$ cat src/rtl/d_wbuf.sv
// d_wbuf: write-back buffer that absorbs dirty-line evictions and drains them to memory.
// Optional WBUF_FWD_EN: reads hitting a buffered line are answered from the buffer.
module d_wbuf #(
  parameter int DEPTH  = 4,
  parameter int ADDR_W = 28,
  parameter int DATA_W = 128
) (
  input  logic              clk,
  input  logic              proc_reset,
  input  logic              cache_read,
  input  logic              cache_write,
  input  logic [ADDR_W-1:0] cache_addr,
  input  logic [DATA_W-1:0] cache_wdata,
  output logic [DATA_W-1:0] cache_rdata,
  output logic              cache_ready,
  output logic              mem_read,
  output logic              mem_write,
  output logic [ADDR_W-1:0] mem_addr,
  output logic [DATA_W-1:0] mem_wdata,
  input  logic [DATA_W-1:0] mem_rdata,
  input  logic              mem_ready,
  output logic              wb_empty
);
  localparam int PTR_W = (DEPTH > 1) ? $clog2(DEPTH) : 1;
  localparam int CNT_W = PTR_W + 1;
  localparam logic [CNT_W-1:0] FULL = CNT_W'(DEPTH);

  localparam logic [1:0] S_IDLE  = 2'd0;
  localparam logic [1:0] S_DRAIN = 2'd1;
  localparam logic [1:0] S_READ  = 2'd2;
  localparam logic [1:0] S_RESP  = 2'd3;

  logic [1:0]        state_q, state_d;
  logic [ADDR_W-1:0] addr_q [DEPTH];
  logic [DATA_W-1:0] data_q [DEPTH];
  logic [DEPTH-1:0]  valid_q, valid_d;
  logic [PTR_W-1:0]  head_q, head_d, tail_q, tail_d;
  logic [CNT_W-1:0]  count_q, count_d;

  logic              cache_ready_q, cache_ready_d;
  logic [DATA_W-1:0] cache_rdata_q, cache_rdata_d;
  logic              mem_read_q, mem_read_d;
  logic              mem_write_q, mem_write_d;
  logic [ADDR_W-1:0] mem_addr_q, mem_addr_d;
  logic [DATA_W-1:0] mem_wdata_q, mem_wdata_d;
  logic              wb_empty_q, wb_empty_d;

  logic              rd_req, wr_req, head_locked;
  logic              rd_hit, wr_hit, push, coalesce, pop;
  logic [PTR_W-1:0]  wr_idx, scan_idx;
`ifdef WBUF_FWD_EN
  logic [PTR_W-1:0]  rd_idx;
`endif

  // The cycle showing cache_ready is dead: the still-held request must not be taken again.
  assign rd_req = cache_read && !cache_ready_q;
  assign wr_req = cache_write && !cache_read && !cache_ready_q;

  // Head is off-limits for coalescing while it is (or is about to be) on the memory bus.
  assign head_locked = (state_q == S_DRAIN) ||
                       ((state_q == S_IDLE) && !rd_req && (count_q != '0));

  // Scan oldest to youngest so the last match is the youngest entry.
  always_comb begin
    rd_hit   = 1'b0;
    wr_hit   = 1'b0;
    wr_idx   = head_q;
    scan_idx = head_q;
`ifdef WBUF_FWD_EN
    rd_idx   = head_q;
`endif
    for (int k = 0; k < DEPTH; k++) begin
      scan_idx = head_q + PTR_W'(k);
      if (valid_q[scan_idx] && (addr_q[scan_idx] == cache_addr)) begin
        rd_hit = 1'b1;
`ifdef WBUF_FWD_EN
        rd_idx = scan_idx;
`endif
        if (!(head_locked && (k == 0))) begin
          wr_hit = 1'b1;
          wr_idx = scan_idx;
        end
      end
    end
  end

  assign coalesce = wr_req && wr_hit;
  assign push     = wr_req && !wr_hit && (count_q != FULL);

  always_comb begin
    state_d       = state_q;
    pop           = 1'b0;
    mem_read_d    = mem_read_q;
    mem_write_d   = mem_write_q;
    mem_addr_d    = mem_addr_q;
    mem_wdata_d   = mem_wdata_q;
    cache_rdata_d = cache_rdata_q;
    case (state_q)
      S_IDLE: begin
        if (rd_req) begin
`ifdef WBUF_FWD_EN
          if (rd_hit) begin
            state_d       = S_RESP;
            cache_rdata_d = data_q[rd_idx];
          end
`else
          // Without forwarding, matching lines must reach memory before the read goes out.
          if (rd_hit) begin
            state_d     = S_DRAIN;
            mem_write_d = 1'b1;
            mem_addr_d  = addr_q[head_q];
            mem_wdata_d = data_q[head_q];
          end
`endif
          else begin
            state_d    = S_READ;
            mem_read_d = 1'b1;
            mem_addr_d = cache_addr;
          end
        end else if (count_q != '0) begin
          state_d     = S_DRAIN;
          mem_write_d = 1'b1;
          mem_addr_d  = addr_q[head_q];
          mem_wdata_d = data_q[head_q];
        end
      end
      S_DRAIN: begin
        if (mem_ready) begin
          pop         = 1'b1;
          mem_write_d = 1'b0;
          state_d     = S_IDLE;
        end
      end
      S_READ: begin
        if (mem_ready) begin
          mem_read_d    = 1'b0;
          cache_rdata_d = mem_rdata;
          state_d       = S_RESP;
        end
      end
      default: state_d = S_IDLE;
    endcase
  end

  always_comb begin
    head_d  = head_q + PTR_W'(pop);
    tail_d  = tail_q + PTR_W'(push);
    count_d = count_q + CNT_W'(push) - CNT_W'(pop);
    valid_d = valid_q;
    if (pop)  valid_d[head_q] = 1'b0;
    if (push) valid_d[tail_q] = 1'b1;
    cache_ready_d = push || coalesce || (state_q == S_RESP);
    wb_empty_d    = (count_d == '0) && (state_d != S_DRAIN);
  end

  always_ff @(posedge clk or posedge proc_reset) begin
    if (proc_reset) begin
      state_q       <= S_IDLE;
      valid_q       <= '0;
      head_q        <= '0;
      tail_q        <= '0;
      count_q       <= '0;
      cache_ready_q <= 1'b0;
      cache_rdata_q <= '0;
      mem_read_q    <= 1'b0;
      mem_write_q   <= 1'b0;
      mem_addr_q    <= '0;
      mem_wdata_q   <= '0;
      wb_empty_q    <= 1'b1;
    end else begin
      state_q       <= state_d;
      valid_q       <= valid_d;
      head_q        <= head_d;
      tail_q        <= tail_d;
      count_q       <= count_d;
      cache_ready_q <= cache_ready_d;
      cache_rdata_q <= cache_rdata_d;
      mem_read_q    <= mem_read_d;
      mem_write_q   <= mem_write_d;
      mem_addr_q    <= mem_addr_d;
      mem_wdata_q   <= mem_wdata_d;
      wb_empty_q    <= wb_empty_d;
    end
  end

  // Entry storage carries no reset; valid_q alone decides what is live.
  always_ff @(posedge clk) begin
    if (push) begin
      addr_q[tail_q] <= cache_addr;
      data_q[tail_q] <= cache_wdata;
    end else if (coalesce) begin
      data_q[wr_idx] <= cache_wdata;
    end
  end

  assign cache_ready = cache_ready_q;
  assign cache_rdata = cache_rdata_q;
  assign mem_read    = mem_read_q;
  assign mem_write   = mem_write_q;
  assign mem_addr    = mem_addr_q;
  assign mem_wdata   = mem_wdata_q;
  assign wb_empty    = wb_empty_q;

endmodule

$ cat config.mk
export PLATFORM = sky130hd
export DESIGN_NAME = d_wbuf
export DESIGN_NICKNAME = d
export VERILOG_FILES = /design/src/rtl/d_wbuf.sv
export SDC_FILE = /design/constraint.sdc
export NUM_CORES = 1
export LEC_CHECK = 0
export BUFFER_PORTS_ARGS = -buffer_cell sky130_fd_sc_hd__buf_2
export CORE_MARGIN = 10
export CORE_UTILIZATION = 40
export DETAILED_ROUTE_END_ITERATION = 8
export PLACE_DENSITY = 0.6
export SYNTH_ARGS = -nofsm -noshare
export SYNTH_HDL_FRONTEND = slang
export SYNTH_SLANG_ARGS = --single-unit
$ cat constraint.sdc
create_clock -name clk -period 24.1 [get_ports clk]
set_input_delay 1.205 -clock clk [delete_from_list [all_inputs] [get_ports clk]]
set_output_delay 1.205 -clock clk [all_outputs]
set_load 0.02 [all_outputs]
# After elaboration in Yosys (flattened, before gate mapping)
# Memories as Yosys holds them, arrays and structs flattened.
# Cells that the tools add are included.
# totals
regBits	301
mem_bits_rw	624
input_bits	289
out_inout_bits	288
word_cells	137
memories	2
# op_classes
n_addsub	7
magnitude_cmp	7
eq_ne	16
mux	56
bitwise	3
reduce_logical	34
# mem_list
memory	depth	word_bits	read_ports	rd_ports_with_merged_regs	write_ports	line_no	text
data_q	4	128	1	0	1	35	logic [DATA_W-1:0] data_q [DEPTH];
addr_q	4	28	4	0	1	34	logic [ADDR_W-1:0] addr_q [DEPTH];
# op_table
operator	count
2-to-1 mux 128 bit	4
OR reduction 128 bit	1
== test 28 bit	4
2-to-1 mux 28 bit	3
2-to-1 mux 1 bit	29
2-to-1 mux 2 bit	9
logical AND 1 bit	15
< comparator 2 x 3 -> 1 bit (second input constant)	5
binary-select mux 1 bit (select 2 bit)	4
2-to-1 mux 4 bit	2
inequality test 2 bit (second input constant)	4
AND reduction 4 bit	2
inequality test 3 bit (second input constant)	2
one-hot mux 2 bit (3 select lines)	1
nonzero test 2 bit	3
adder 2 x 1 -> 2 bit	2
adder 2 bit (second input constant)	2
bitwise AND 4 bit	1
demux 1 bit (select 2 bit)	2
== test 2 bit (second input constant)	2
>= comparator 2 x 1 -> 1 bit (second input constant)	2
logical NOT 1 bit	4
inequality test 2 x 1 -> 1 bit (second input constant)	2
NOT 4 bit	1
13 further kinds	17

# Depth between registers and ports, before layout
# logic_depth
depth_word	18
mapped_depth	27
depth_no_buf	18

# Worst setup path after synthesis
# OpenSTA, ideal clock, no wires.
# synth_path
path_kind	reg-to-reg
from	register head_q[0]
to	memory data_q[2][0] (enable)
setup_ps	802
t_arrival_ps	13628
required_ps	23298
setup_slack_ps	9671
stages_incl_launch_ff	20
path_buffers	9
synth_period_minus_slack_ps	14429
cell_sequence	dfrtp_1 -> buf_4 -> buf_2 -> inv_1 -> buf_2 -> buf_2 -> buf_2 -> ha_1 -> buf_6 -> buf_6 -> buf_6 -> buf_2 -> mux4_2 -> xnor2_1 -> nand4_1 -> or4_1 -> or2_2 -> a311oi_1 -> a31oi_1 -> o31ai_1
# synth_via
elab_chain_cells	14
elab_cells_between_ends	39
classes_between	add/sub: 3; eq/ne: 4; mux: 22; reduce/logical: 9; memory: 1
# synth_lines
item	line_no	text
start, declared	37	logic [PTR_W-1:0] head_q, head_d, tail_q, tail_d;
start signal, assigned	160	head_q <= '0;
start signal, assigned	173	head_q <= head_d;
adder 2 x 1 -> 2 bit, or another cell as far along	73	scan_idx = head_q + PTR_W'(k);
memory read (4 x 28 bit), or another cell as far along	--	
== test 28 bit, or another cell as far along	74	if (valid_q[scan_idx] && (addr_q[scan_idx] == cache_addr)) begin
logical AND 1 bit / 2-to-1 mux 1 bit (equally long branches)	74	
2-to-1 mux 1 bit (3 in a row)	74	
logical NOT 1 bit	88	assign push = wr_req && !wr_hit && (count_q != FULL);
logical AND 1 bit (2 in a row)	88	
2-to-1 mux 1 bit	188	if (push) begin
2-to-1 mux 1 bit (implied by the code)	192	data_q[wr_idx] <= cache_wdata;
OR reduction 128 bit (no line)	--	
2-to-1 mux 2 bit (no line) / 2-to-1 mux 1 bit (equally long branches)	--	
end, declared	35	
# Parallel ways exist; a longest one is shown, timed or not. The select of a mux whose other input is x is not followed.

# Worst setup path in the final report
# layout_path
from	register head_q[0]
to	memory data_q[0][18] (enable)
# Same word-level chain as after synthesis.

==> impl_metrics.sql <==
INSERT INTO impl_metrics (metric_group, metric, value, unit) VALUES
('floorplan', 'chipHeight', '333.1', 'um'),
('clock_network', 'h-tree-depth', '3', ''),
('global_route', 'gr-usage-all-layers', '19.41', '%'),
('clock_network', 'total_cts_buffers', '98', ''),
('floorplan', 'io-pin-count', '577', ''),
('timing', 'timing.final.crit_share', '31.40', '%'),
('power', 'power.static_leakage', '0.01782', 'uW'),
('final_layout', 'nets', '2992', ''),
('floorplan', 'placeableCoreArea', '96990', 'sq um'),
('floorplan', 'die-area', '111000', 'sq um'),
('timing', 'achievable-frequency', '0.1322', 'GHz'),
('yosys', 'mappedNetlistNets', '2421', ''),
('yosys', 'dominantRegCellSynth', 'sky130_fd_sc_hd__edfxtp_1', ''),
('clock_network', 'clockRootBuffer', 'sky130_fd_sc_hd__clkbuf_16', ''),
('routing', 'vias_after_detailed_routing', '22020', ''),
('global_route', 'grt.overflow.total', '0', ''),
('yosys', 'syn_area', '39210', 'sq um'),
('power', 'power.density_cell_area', '137.2', 'nW/um^2'),
('final_layout', 'relative_area_change_from_synthesis_to_final_layout', '19.00', '%'),
('routing', 'route.antenna.remaining_nets', '0', ''),
('power', 'power_frac_clock', '23.9', '%'),
('timing', 'final.setup_skew', '0.02357', 'ns'),
('power', 'net-switching-power', '2286', 'uW'),
('critical_path', 'critPathLaunch', 'head_q[0]', ''),
('yosys', 'syn_area_per_cell', '18.47', 'sq um'),
('routing', 'drtIter0Drc', '1676', ''),
('min_path', 'hold_start', 'mem_addr[11]', ''),
('routing', 'finalWirelength', '110100', 'um'),
('place', 'port_buffers', '576', ''),
('final_layout', 'most-common-layout-cells', 'sky130_fd_sc_hd__edfxtp_1, sky130_fd_sc_hd__buf_2, sky130_fd_sc_hd__dfrtp_1, sky130_fd_sc_hd__mux4_2, sky130_fd_sc_hd__mux2_2', ''),
('clock_network', 'clock_sinks', '925', ''),
('timing', 'rsz_0062_raised_after_global_routing', 'no', ''),
('place', 'placed_area', '43320', 'sq um'),
('final_layout', 'design_area', '46670', 'sq um'),
('clock_network', 'tritoncts', 'done', ''),
('timing', 'finalMaxSlewViolations', '0', ''),
('clock_network', 'post-cts-setup-buffers', '0', ''),
('routing', 'detailedRoute.firstPassIterationCount', '5', ''),
('flow_run', 'timing.max_cap.violations', '0', ''),
('timing', 'timing.slew.headroom', '11.51', '%'),
('power', 'p_comb_share', '40.1', '%'),
('yosys', 'synthDistinctLibCells', '72', ''),
('critical_path', 'regToRegStartpoint', 'head_q[0]', ''),
('clock_network', 'clk_pin_slew', '0.06', 'ns'),
('power', 'seq_power_share', '36.0', '%'),
('power', 'vdd_drop_max', '0.1008', 'mV'),
('floorplan', 'start_util', '40.43', '%'),
('critical_path', 'worst-endpoint-arrival', '7.86', 'ns'),
('yosys', 'post-synth-top-area-fraction', '47.78', '%'),
('global_route', 'first_global_vias', '23160', ''),
('outcome', 'run_status', 'finished, final reports clean', ''),
('clock_network', 'post_cts_hold_buffer_count', '0', ''),
('timing', 'finalCriticalPeriod', '7.567', 'ns'),
('timing', 'final.hold.worst_slack', '0.4796', 'ns'),
('final_layout', 'layout.cells.most_common', 'sky130_fd_sc_hd__edfxtp_1', ''),
('place', 'placed_cells', '3870', ''),
('routing', 'drt-wirelength-per-cell', '27.07', 'um'),
('critical_path', 'required', '24.39', 'ns'),
('yosys', 'ys_ff_latch', '925', ''),
('critical_path', 'cp-start-kind', 'flop', ''),
('final_layout', 'finalNonFillerCells', '4066', ''),
('place', 'detailed_placer_s_ending_hpwl', '75340', 'um'),
('timing', 'final.setup.tns', '0', 'ns'),
('timing', 'worst_pin_slew', '1.324', 'ns'),
('yosys', 'ys_warn_count', '0', ''),
('critical_path', 'worst_setup_ep_type', 'flop', ''),
('min_path', 'min_path_type', 'reg -> reg', ''),
('final_layout', 'drive_above_1_share', '44.71', '%'),
('routing', 'detail_route.vias_per_cell', '5.414', ''),
('floorplan', 'die_w', '333.1', 'um'),
('clock_network', 'clock_insertion_delay_worst_skew', '0.67', 'ns');
-- worst paths after layout --
check / end / slack [ns] / depth (start not counted)
worst max-delay path: data_q[0][18] / 16.53 / 13
worst min-delay path: mem_addr[11] / 0.48 / 2
worst max register to register: data_q[0][18] / 16.53 / 13
worst min register to register: mem_addr[11] / 0.48 / 2
max in group asynchronous: mem_addr[12] / 21.38 / 4
min in group asynchronous: cache_rdata[29] / 0.67 / 2
-- power by group through the flow --
stage          clock (uW)  sequential, uW  combinational, uW
3_3_place_gp            0            2320               2580
3_5_place_dp            0            2340               2600
4_1_cts              1570            2310               2610
6_report             1530            2310               2570
5_1_grt              1630            2350               2750
2_1_floorplan           0            2580               1560
-- worst max-delay path, stage by stage, from the launching register on --
cell                        delay (ns)
sky130_fd_sc_hd__dfrtp_4          1.01
sky130_fd_sc_hd__inv_1            0.10
sky130_fd_sc_hd__buf_4            0.32
sky130_fd_sc_hd__ha_4             0.81
sky130_fd_sc_hd__buf_4            0.71
sky130_fd_sc_hd__mux2i_1          0.22
sky130_fd_sc_hd__a22o_1           0.27
sky130_fd_sc_hd__a2111oi_1        0.50
sky130_fd_sc_hd__o211ai_1         0.18
sky130_fd_sc_hd__nor4_1           0.59
sky130_fd_sc_hd__a31oi_1          0.17
sky130_fd_sc_hd__a31oi_1          0.81
sky130_fd_sc_hd__a31o_4           0.49
sky130_fd_sc_hd__buf_4            0.75
-- area by class of cell --
type	count	area [sq um]
repair buffers	604	3131
fillers	8245	50330
flip-flops and latches	925	26280
inverters	23	93.84
clock buffers	141	2775
clock inverters	45	541.8
diodes	10	25.02
multi-input cells	1042	12220
well taps	1276	1597
-- state kept, by name, summed over array words and instances (netlist names), 2 cells and up --
name         count
data_q         512
addr_q         112
mem_wdata      128
count_q          3
cache_rdata    128
head_q           2
state_q          2
mem_addr        28
tail_q           2
valid_q          4
-- through the flow --
stage	setup slack (ns)	total power, uW	util, %
final	16.53	6403	48.11
after global routing	16.00	6730	48.10
after CTS	16.48	6487	48.09
after detailed placement	16.48	4936	44.67
after global placement	16.56	4902	44.67
after floorplan	9.671	4135	-
-- Yosys cell counts (all sizes together) (14+ instances only) --
master / n
nand2b: 14
nand3: 21
nor2: 23
o2bb2ai: 16
nand4: 21
mux2: 268
o21ai: 40
edfxtp: 624
buf: 59
nor3: 14
mux2i: 131
mux4: 201
xnor2: 82
inv: 23
dfrtp: 300
nand2: 60
clkbuf: 74
-- logic make-up (layout without fill, tap and decap cells) --
kind of cell / count (synthesis) / after routing / share of synthesized area [%]
AO/OA/AOI/OAI: 137 / 137 / 2.447
flip-flops: 925 / 925 / 67.00
AND/OR/NAND/NOR: 211 / 211 / 2.872
other: 0 / 10 / 0
XOR/XNOR: 85 / 85 / 1.898
adder cells (fa/ha/maj): 9 / 9 / 0.3063
buffers and inverters: 156 / 813 / 2.064
multiplexers: 600 / 600 / 23.42
-- layer usage --
metal  vias up  share of wire, %  global-route usage (%)  wire length [um]
met5         -              0.26                       0               288
met4        44               2.9                   6.072              3247
met3       200               9.0                   6.947              9860
met2       833                48                   31.19             52790
met1     11370                40                   24.44             43900
li1       9564                 -                       -                 -
(Power assumes the default switching activity.)
